**config.mk**
```make
export PLATFORM = sky130hd
export DESIGN_NAME = rps_match_engine_flat
export DESIGN_NICKNAME = d
export VERILOG_FILES = /design/src/rtl/rps_match_engine_if.sv /design/src/rtl/rps_match_engine.sv /design/src/flat_wrapper.sv
export SDC_FILE = /design/constraint.sdc
export NUM_CORES = 1
export LEC_CHECK = 0
export BUFFER_PORTS_ARGS = -buffer_cell sky130_fd_sc_hd__buf_2
export CORE_ASPECT_RATIO = 1.1
export CORE_UTILIZATION = 24
export CTS_CLUSTER_DIAMETER = 200
export DETAILED_ROUTE_END_ITERATION = 16
export HOLD_SLACK_MARGIN = 0.12
export SLEW_MARGIN = 5
export SYNTH_ARGS = -nofsm -noshare
export SYNTH_HDL_FRONTEND = slang
export SYNTH_SLANG_ARGS = --single-unit
```
**constraint.sdc**
```tcl
create_clock -name clk -period 5.3 [get_ports clk]
set_input_delay 0.265 -clock clk [delete_from_list [all_inputs] [get_ports clk]]
set_output_delay 0.265 -clock clk [all_outputs]
set_load 0.005 [all_outputs]
```
**src/rtl/rps_match_engine_if.sv**
```systemverilog
// ---------------------------------------------------------------------------
// rps_match_engine_if
//   Bundles the control, move and status signals of rps_match_engine so the
//   engine and its driver share one connection.
//
//   master : drives ena, p1_move, p2_move, start, clear; observes status
//   slave  : the engine side (inputs/outputs mirrored)
//
//   Signals
//     ena            clock enable (low freezes the engine)
//     p1_move/p2_move 2-bit moves: 00 stone, 01 paper, 10 scissors, 11 invalid
//     start          round request, rising edge only
//     clear          synchronous match clear (level)
//     round_result   00 tie, 01 P1, 10 P2, 11 invalid
//     result_valid   one-cycle pulse after a round is scored
//     p1_score/p2_score  round wins per player
//     round_cnt      rounds evaluated (saturating)
//     match_over     high while the match is decided
//     champion       01 P1, 10 P2, 00 undecided
//     state          FSM encoding, for debug
// ---------------------------------------------------------------------------
interface rps_match_engine_if #(
   parameter int SCORE_W = 4,
   parameter int ROUND_W = 6
);
   logic               ena;
   logic [1:0]         p1_move;
   logic [1:0]         p2_move;
   logic               start;
   logic               clear;
   logic [1:0]         round_result;
   logic               result_valid;
   logic [SCORE_W-1:0] p1_score;
   logic [SCORE_W-1:0] p2_score;
   logic [ROUND_W-1:0] round_cnt;
   logic               match_over;
   logic [1:0]         champion;
   logic [2:0]         state;

   modport master (
      output ena, p1_move, p2_move, start, clear,
      input  round_result, result_valid, p1_score, p2_score,
             round_cnt, match_over, champion, state
   );

   modport slave (
      input  ena, p1_move, p2_move, start, clear,
      output round_result, result_valid, p1_score, p2_score,
             round_cnt, match_over, champion, state
   );
endinterface

```
**src/rtl/rps_match_engine.sv**
```systemverilog
// ---------------------------------------------------------------------------
// rps_match_engine
//   Rock-paper-scissors match referee. A rising edge of start in IDLE latches
//   both moves; the next enabled cycle judges them, updates scores and the
//   round counter, and pulses result_valid. The first player to reach
//   WIN_TARGET round wins takes the match, which then holds until clear.
//
//   Ports
//     clk    rising-edge clock
//     rst_n  asynchronous active-low reset
//     bus    rps_match_engine_if.slave (controls, moves, status outputs)
// ---------------------------------------------------------------------------
module rps_match_engine #(
   parameter int WIN_TARGET = 2,
   parameter int SCORE_W    = 4,
   parameter int ROUND_W    = 6
) (
   input  logic                 clk,
   input  logic                 rst_n,
   rps_match_engine_if.slave    bus
);

   typedef enum logic [2:0] {
      IDLE       = 3'b000,
      EVAL       = 3'b001,
      RESULT     = 3'b010,
      MATCH_OVER = 3'b011
   } state_t;

   localparam logic [1:0] RES_TIE     = 2'b00;
   localparam logic [1:0] RES_P1      = 2'b01;
   localparam logic [1:0] RES_P2      = 2'b10;
   localparam logic [1:0] RES_INVALID = 2'b11;

   localparam logic [SCORE_W-1:0] TARGET = SCORE_W'(WIN_TARGET);

   state_t             state_r;
   logic               start_q;
   // Set once start has been seen low; keeps a start that was already high
   // when reset released from counting as a rising edge.
   logic               start_armed;
   logic [1:0]         p1_lat;
   logic [1:0]         p2_lat;
   logic [1:0]         round_result_r;
   logic               result_valid_r;
   logic [SCORE_W-1:0] p1_score_r;
   logic [SCORE_W-1:0] p2_score_r;
   logic [ROUND_W-1:0] round_cnt_r;
   logic               match_over_r;
   logic [1:0]         champion_r;

   logic               start_rise;
   logic [1:0]         judged;
   logic [SCORE_W-1:0] p1_score_nx;
   logic [SCORE_W-1:0] p2_score_nx;

   function automatic logic [1:0] judge(input logic [1:0] m1, input logic [1:0] m2);
      if (m1 == 2'b11 || m2 == 2'b11)
         return RES_INVALID;
      else if (m1 == m2)
         return RES_TIE;
      // stone>scissors, paper>stone, scissors>paper
      else if ((m1 == 2'b00 && m2 == 2'b10) ||
               (m1 == 2'b01 && m2 == 2'b00) ||
               (m1 == 2'b10 && m2 == 2'b01))
         return RES_P1;
      else
         return RES_P2;
   endfunction

   assign start_rise = bus.start & ~start_q & start_armed;

   // NOTE: every output of always_comb gets a default first so no path can
   // leave a value unassigned and infer a latch.
   always_comb begin
      judged      = judge(p1_lat, p2_lat);
      p1_score_nx = p1_score_r;
      p2_score_nx = p2_score_r;
      if (judged == RES_P1) p1_score_nx = p1_score_r + SCORE_W'(1);
      if (judged == RES_P2) p2_score_nx = p2_score_r + SCORE_W'(1);
   end

   // NOTE: sequential state uses non-blocking assignments only, so every
   // register samples pre-edge values regardless of statement order.
   always_ff @(posedge clk or negedge rst_n) begin
      if (!rst_n) begin
         state_r        <= IDLE;
         start_q        <= 1'b0;
         start_armed    <= 1'b0;
         p1_lat         <= 2'b00;
         p2_lat         <= 2'b00;
         round_result_r <= RES_TIE;
         result_valid_r <= 1'b0;
         p1_score_r     <= '0;
         p2_score_r     <= '0;
         round_cnt_r    <= '0;
         match_over_r   <= 1'b0;
         champion_r     <= 2'b00;
      end else if (bus.ena) begin
         start_q        <= bus.start;
         start_armed    <= start_armed | ~bus.start;
         result_valid_r <= 1'b0;

         if (bus.clear) begin
            state_r        <= IDLE;
            round_result_r <= RES_TIE;
            p1_score_r     <= '0;
            p2_score_r     <= '0;
            round_cnt_r    <= '0;
            match_over_r   <= 1'b0;
            champion_r     <= 2'b00;
         end else begin
            case (state_r)
               IDLE: begin
                  if (start_rise) begin
                     p1_lat  <= bus.p1_move;
                     p2_lat  <= bus.p2_move;
                     state_r <= EVAL;
                  end
               end

               EVAL: begin
                  round_result_r <= judged;
                  p1_score_r     <= p1_score_nx;
                  p2_score_r     <= p2_score_nx;
                  result_valid_r <= 1'b1;
                  if (round_cnt_r != '1)
                     round_cnt_r <= round_cnt_r + ROUND_W'(1);

                  if (p1_score_nx == TARGET) begin
                     state_r      <= MATCH_OVER;
                     match_over_r <= 1'b1;
                     champion_r   <= RES_P1;
                  end else if (p2_score_nx == TARGET) begin
                     state_r      <= MATCH_OVER;
                     match_over_r <= 1'b1;
                     champion_r   <= RES_P2;
                  end else begin
                     state_r <= RESULT;
                  end
               end

               // Holding start high parks here; only a low start releases.
               RESULT: begin
                  if (!bus.start) state_r <= IDLE;
               end

               MATCH_OVER: state_r <= MATCH_OVER;

               default: begin
                  state_r      <= IDLE;
                  match_over_r <= 1'b0;
               end
            endcase
         end
      end
   end

   assign bus.round_result = round_result_r;
   assign bus.result_valid = result_valid_r;
   assign bus.p1_score     = p1_score_r;
   assign bus.p2_score     = p2_score_r;
   assign bus.round_cnt    = round_cnt_r;
   assign bus.match_over   = match_over_r;
   assign bus.champion     = champion_r;
   assign bus.state        = state_r;

endmodule
```
**src/flat_wrapper.sv**
```systemverilog
// flat-port wrapper written by rule: the top's interface ports become plain ports
module rps_match_engine_flat 
#(
   parameter int WIN_TARGET = 2,
   parameter int SCORE_W    = 4,
   parameter int ROUND_W    = 6
)
  (clk, rst_n, bus_ena, bus_p1_move, bus_p2_move, bus_start, bus_clear, bus_round_result, bus_result_valid, bus_p1_score, bus_p2_score, bus_round_cnt, bus_match_over, bus_champion, bus_state);
  rps_match_engine_if #(.SCORE_W(SCORE_W), .ROUND_W(ROUND_W)) bus_i ();
  input  logic clk;
  input  logic rst_n;
  input wire logic [$bits(bus_i.ena)-1:0] bus_ena;
  input wire logic [$bits(bus_i.p1_move)-1:0] bus_p1_move;
  input wire logic [$bits(bus_i.p2_move)-1:0] bus_p2_move;
  input wire logic [$bits(bus_i.start)-1:0] bus_start;
  input wire logic [$bits(bus_i.clear)-1:0] bus_clear;
  output wire logic [$bits(bus_i.round_result)-1:0] bus_round_result;
  output wire logic [$bits(bus_i.result_valid)-1:0] bus_result_valid;
  output wire logic [$bits(bus_i.p1_score)-1:0] bus_p1_score;
  output wire logic [$bits(bus_i.p2_score)-1:0] bus_p2_score;
  output wire logic [$bits(bus_i.round_cnt)-1:0] bus_round_cnt;
  output wire logic [$bits(bus_i.match_over)-1:0] bus_match_over;
  output wire logic [$bits(bus_i.champion)-1:0] bus_champion;
  output wire logic [$bits(bus_i.state)-1:0] bus_state;
  assign bus_i.ena = bus_ena;
  assign bus_i.p1_move = bus_p1_move;
  assign bus_i.p2_move = bus_p2_move;
  assign bus_i.start = bus_start;
  assign bus_i.clear = bus_clear;
  assign bus_round_result = bus_i.round_result;
  assign bus_result_valid = bus_i.result_valid;
  assign bus_p1_score = bus_i.p1_score;
  assign bus_p2_score = bus_i.p2_score;
  assign bus_round_cnt = bus_i.round_cnt;
  assign bus_match_over = bus_i.match_over;
  assign bus_champion = bus_i.champion;
  assign bus_state = bus_i.state;
  rps_match_engine #(.WIN_TARGET(WIN_TARGET), .SCORE_W(SCORE_W), .ROUND_W(ROUND_W)) u_core (.clk(clk), .rst_n(rst_n), .bus(bus_i));
endmodule
```
==> results.md <==
- Status: finished, final reports clean
- Hold/Removal Path Class: input port to flip-flop
- DP Worst Slack: 3090 ps
- Final Cycle Share: 42.2%
- Synth async-reset ratio: 100%
- Initial Util: 24.9%
- Drt drc: 0
- Buf/Inv on CP: 0
- Leading area contributor after synthesis: dfrtp_1
- Final worst setup slack: 3060 ps
- WS Path Type: flip-flop to flip-flop
- Startpoint types: flip-flop
- Die height: 91.8 um
- Max-Cap Viols: 0
- Num ports: 32
- Synth Instances: 186
- Root Driver: clkbuf_8
- Lkg Pwr: approximately 0.9 nW
- Crit Path Max Fanout: 20
- GPL Wtd Cong: 0.821
- P per Cell Area: about 430 mW/mm^2
- Relative slew slack: 56.3%
- CP max stage delay: 760 ps
- Post-route setup TNS: 0 ps
- Initial antenna violation count: 0
- CTS tree: done
- Area growth, synth to finish: 15.3%
- CP delay by family, top: flip-flops
- Sequential-to-total area share from yosys stat: 39.9%
- Drt total wl: about 4.0 mm
- Syn nets: 198
- Largest net degree at the start of global routing: 29
- Finished Layout Cells: between 200 and 300
- Slew Viols, Final: 0
- Vias in the first global route: 1,373
- Antenna-violating nets left: 0
- Die ar.: between 0.007 and 0.008 sq mm
- Total GRT Usage: 11.2%
- Predominant post-synthesis flop cell: dfrtp_1
- EDFF count, synth: 0
- Rows: 32
- Post-Syn Area: between 0.0015 and 0.002 sq mm
- Clock Sinks: 28
- Maximum level of the CTS H-tree: 1
- Worst path cell trace: or4b_4 -> o211ai_4 -> mux2i_1 -> o22ai_2 -> o221a_1
- Total of fill cells in the finished design: roughly 760
- Worst-margin pin slew: about 660 ps
- Core Box Area: 0.00705 sq mm
- Yosys cell types: 52
- DR vias: roughly 1,500
- Clk_lat worst skew: around 280 ps
- Placed insts: 289
- Via-per-instance ratio: approximately 5
- Slowest CP cell: dfrtp_1
- Chip width: 83.6 um
- GRT overflow: 0
- Top cells by area, synth: dfrtp_1 40%, o21ai_0 6.0%, mux2_2 4.5%, a21oi_1 3.7%, nand2_1 2.6%
- CTS resizes: 0
- Syn avg cell area: 9.45 sq um
- Worst-path clk slew: 110 ps
- Pre-antenna DRT Iters: 4
- Ys Warns: 0
- Min Tclk post-route: roughly 2200 ps
- Hold_buf cts: 1
- Worst Path Arrival: approximately 2400 ps
- ANT cells: 0
- First-pass GRT wire length: ~7 mm
- Achievable frequency: 0.447 GHz
- Fraction of layout cells with a size suffix above 1: 23.9%
- Worst Clk Skew: 1.32 ps
- # port buffers: 30
- Initial DRC count: 99
- Drt wl/cell: approximately 14 um
- Critical Path RT: 5480 ps
- Max Buffers Root-to-Sink: 2
- Peak supply drop: 0.169 mV
- Final setup viols: 0
- Final HPWL DP: 2.77 mm
- Fin nets: 222
- Final Hold Vio Count: 0
- RSZ-0062 raised after global routing: no
- FF+latch count, synth: 28
- Endpoint type of the worst setup path: flip-flop
- Total CTS buffers: 3
- Setup bufs post-CTS: 0
- Area fraction of the dominant cell type after synthesis: approximately 40%
cell usage in the layout, fill, tap and decap left out, drive strengths merged, types with 5 or more instances in the layout:
master / Yosys / layout
a21oi: 13 / 13
buf: 8 / 31
dfrtp: 28 / 28
inv: 6 / 6
mux2: 7 / 7
nand2: 12 / 12
nor2: 10 / 10
nor3: 5 / 5
nor4b: 5 / 5
o21ai: 25 / 25
or3: 5 / 5
report_power, final:
group          leakage (nW)  internal, mW  switching (mW)
registers             0.368         0.255           0.103
clock network        0.0357         0.101          0.0753
logic                 0.485         0.175           0.168
total                 0.889         0.532           0.346
worst paths after layout:
kind	start	slack [ps]	endpoint	depth (start not counted)
setup / recovery	u_core.p1_lat[1]	3060	u_core.bus.state[0]	5
max in group asynchronous	rst_n	4340	u_core.bus.round_result[0]	2
hold reg to reg	u_core.start_armed	460	u_core.start_armed	1
hold / removal	bus_p2_move[0]	210	u_core.p2_lat[0]	2
setup reg to reg	u_core.p1_lat[1]	3060	u_core.bus.state[0]	5
min in group asynchronous	rst_n	530	u_core.p1_lat[1]	2
state kept, by name, indices dropped and copies added (netlist names), 2 cells and up:
register	count
u_core.bus.champion	2
u_core.p1_lat	2
u_core.bus.round_result	2
u_core.bus.round_cnt	6
u_core.bus.p1_score	4
u_core.bus.p2_score	4
u_core.bus.state	2
u_core.p2_lat	2
per-layer routing:
| metal | up-vias | GRT usage, % | routed length, um |
|---|---|---|---|
| li1 | 738 | - | - |
| met1 | 745 | 15.7 | 2060 |
| met2 | 21 | 16.9 | 1800 |
| met3 | 4 | 1.80 | 119 |
| met4 | 0 | 4.66 | 65 |
| met5 | - | 0 | 0 |
cells by family (layout without fill, tap and decap cells):
| group | after synthesis | after routing | share of synthesized area, % |
|---|---|---|---|
| buffers and inverters | 19 | 42 | 5.62 |
| adders and majority gates | 3 | 3 | 2.14 |
| and+or+nand+nor | 59 | 59 | 19.9 |
| other | 1 | 1 | 0.213 |
| DFF | 28 | 28 | 39.9 |
| AOI/OAI and AO/OA | 64 | 64 | 25.1 |
| muxes | 9 | 9 | 5.62 |
| xor gates and xnor gates | 3 | 3 | 1.49 |
Yosys cell counts (2+ instances only):
cell type,n
a21o_1,2
a21oi_1,13
a22o_1,2
buf_2,4
buf_4,2
buf_6,2
clkbuf_1,5
dfrtp_1,28
ha_1,3
inv_1,6
mux2_2,7
mux2i_1,2
nand2_1,12
nand2b_1,3
nand3_1,3
nand3b_1,3
nand4_1,3
nor2_1,10
nor2b_1,2
nor3_1,5
nor4b_1,5
o21a_1,3
o21ai_0,21
o21ai_1,4
o21bai_1,2
o221ai_2,2
or3_1,5
or4b_4,2
xnor2_1,2
cell type report:
type | instances | area (sq um) | share of cell area, %
multi-input cells | 139 | 958 | 47.3
flip-flops and latches | 28 | 701 | 34.6
repair buffers | 32 | 168 | 8.27
well taps | 85 | 106 | 5.25
clock buffers | 3 | 41.3 | 2.04
clock inverters | 1 | 30.0 | 1.48
inverters | 6 | 22.5 | 1.11
metrics by stage:
step	cell area, sq um	hold WS (ps)	power, mW	util (%)
after floorplan	1760	-30.6	0.632	-
after global placement	1950	336	0.694	27.6
after detailed placement	1950	339	0.703	27.6
after CTS	2030	208	0.884	28.8
after global routing	2030	198	0.950	28.8
final	2030	207	0.879	28.8
No activity file was read; power rests on OpenSTA's default activity.
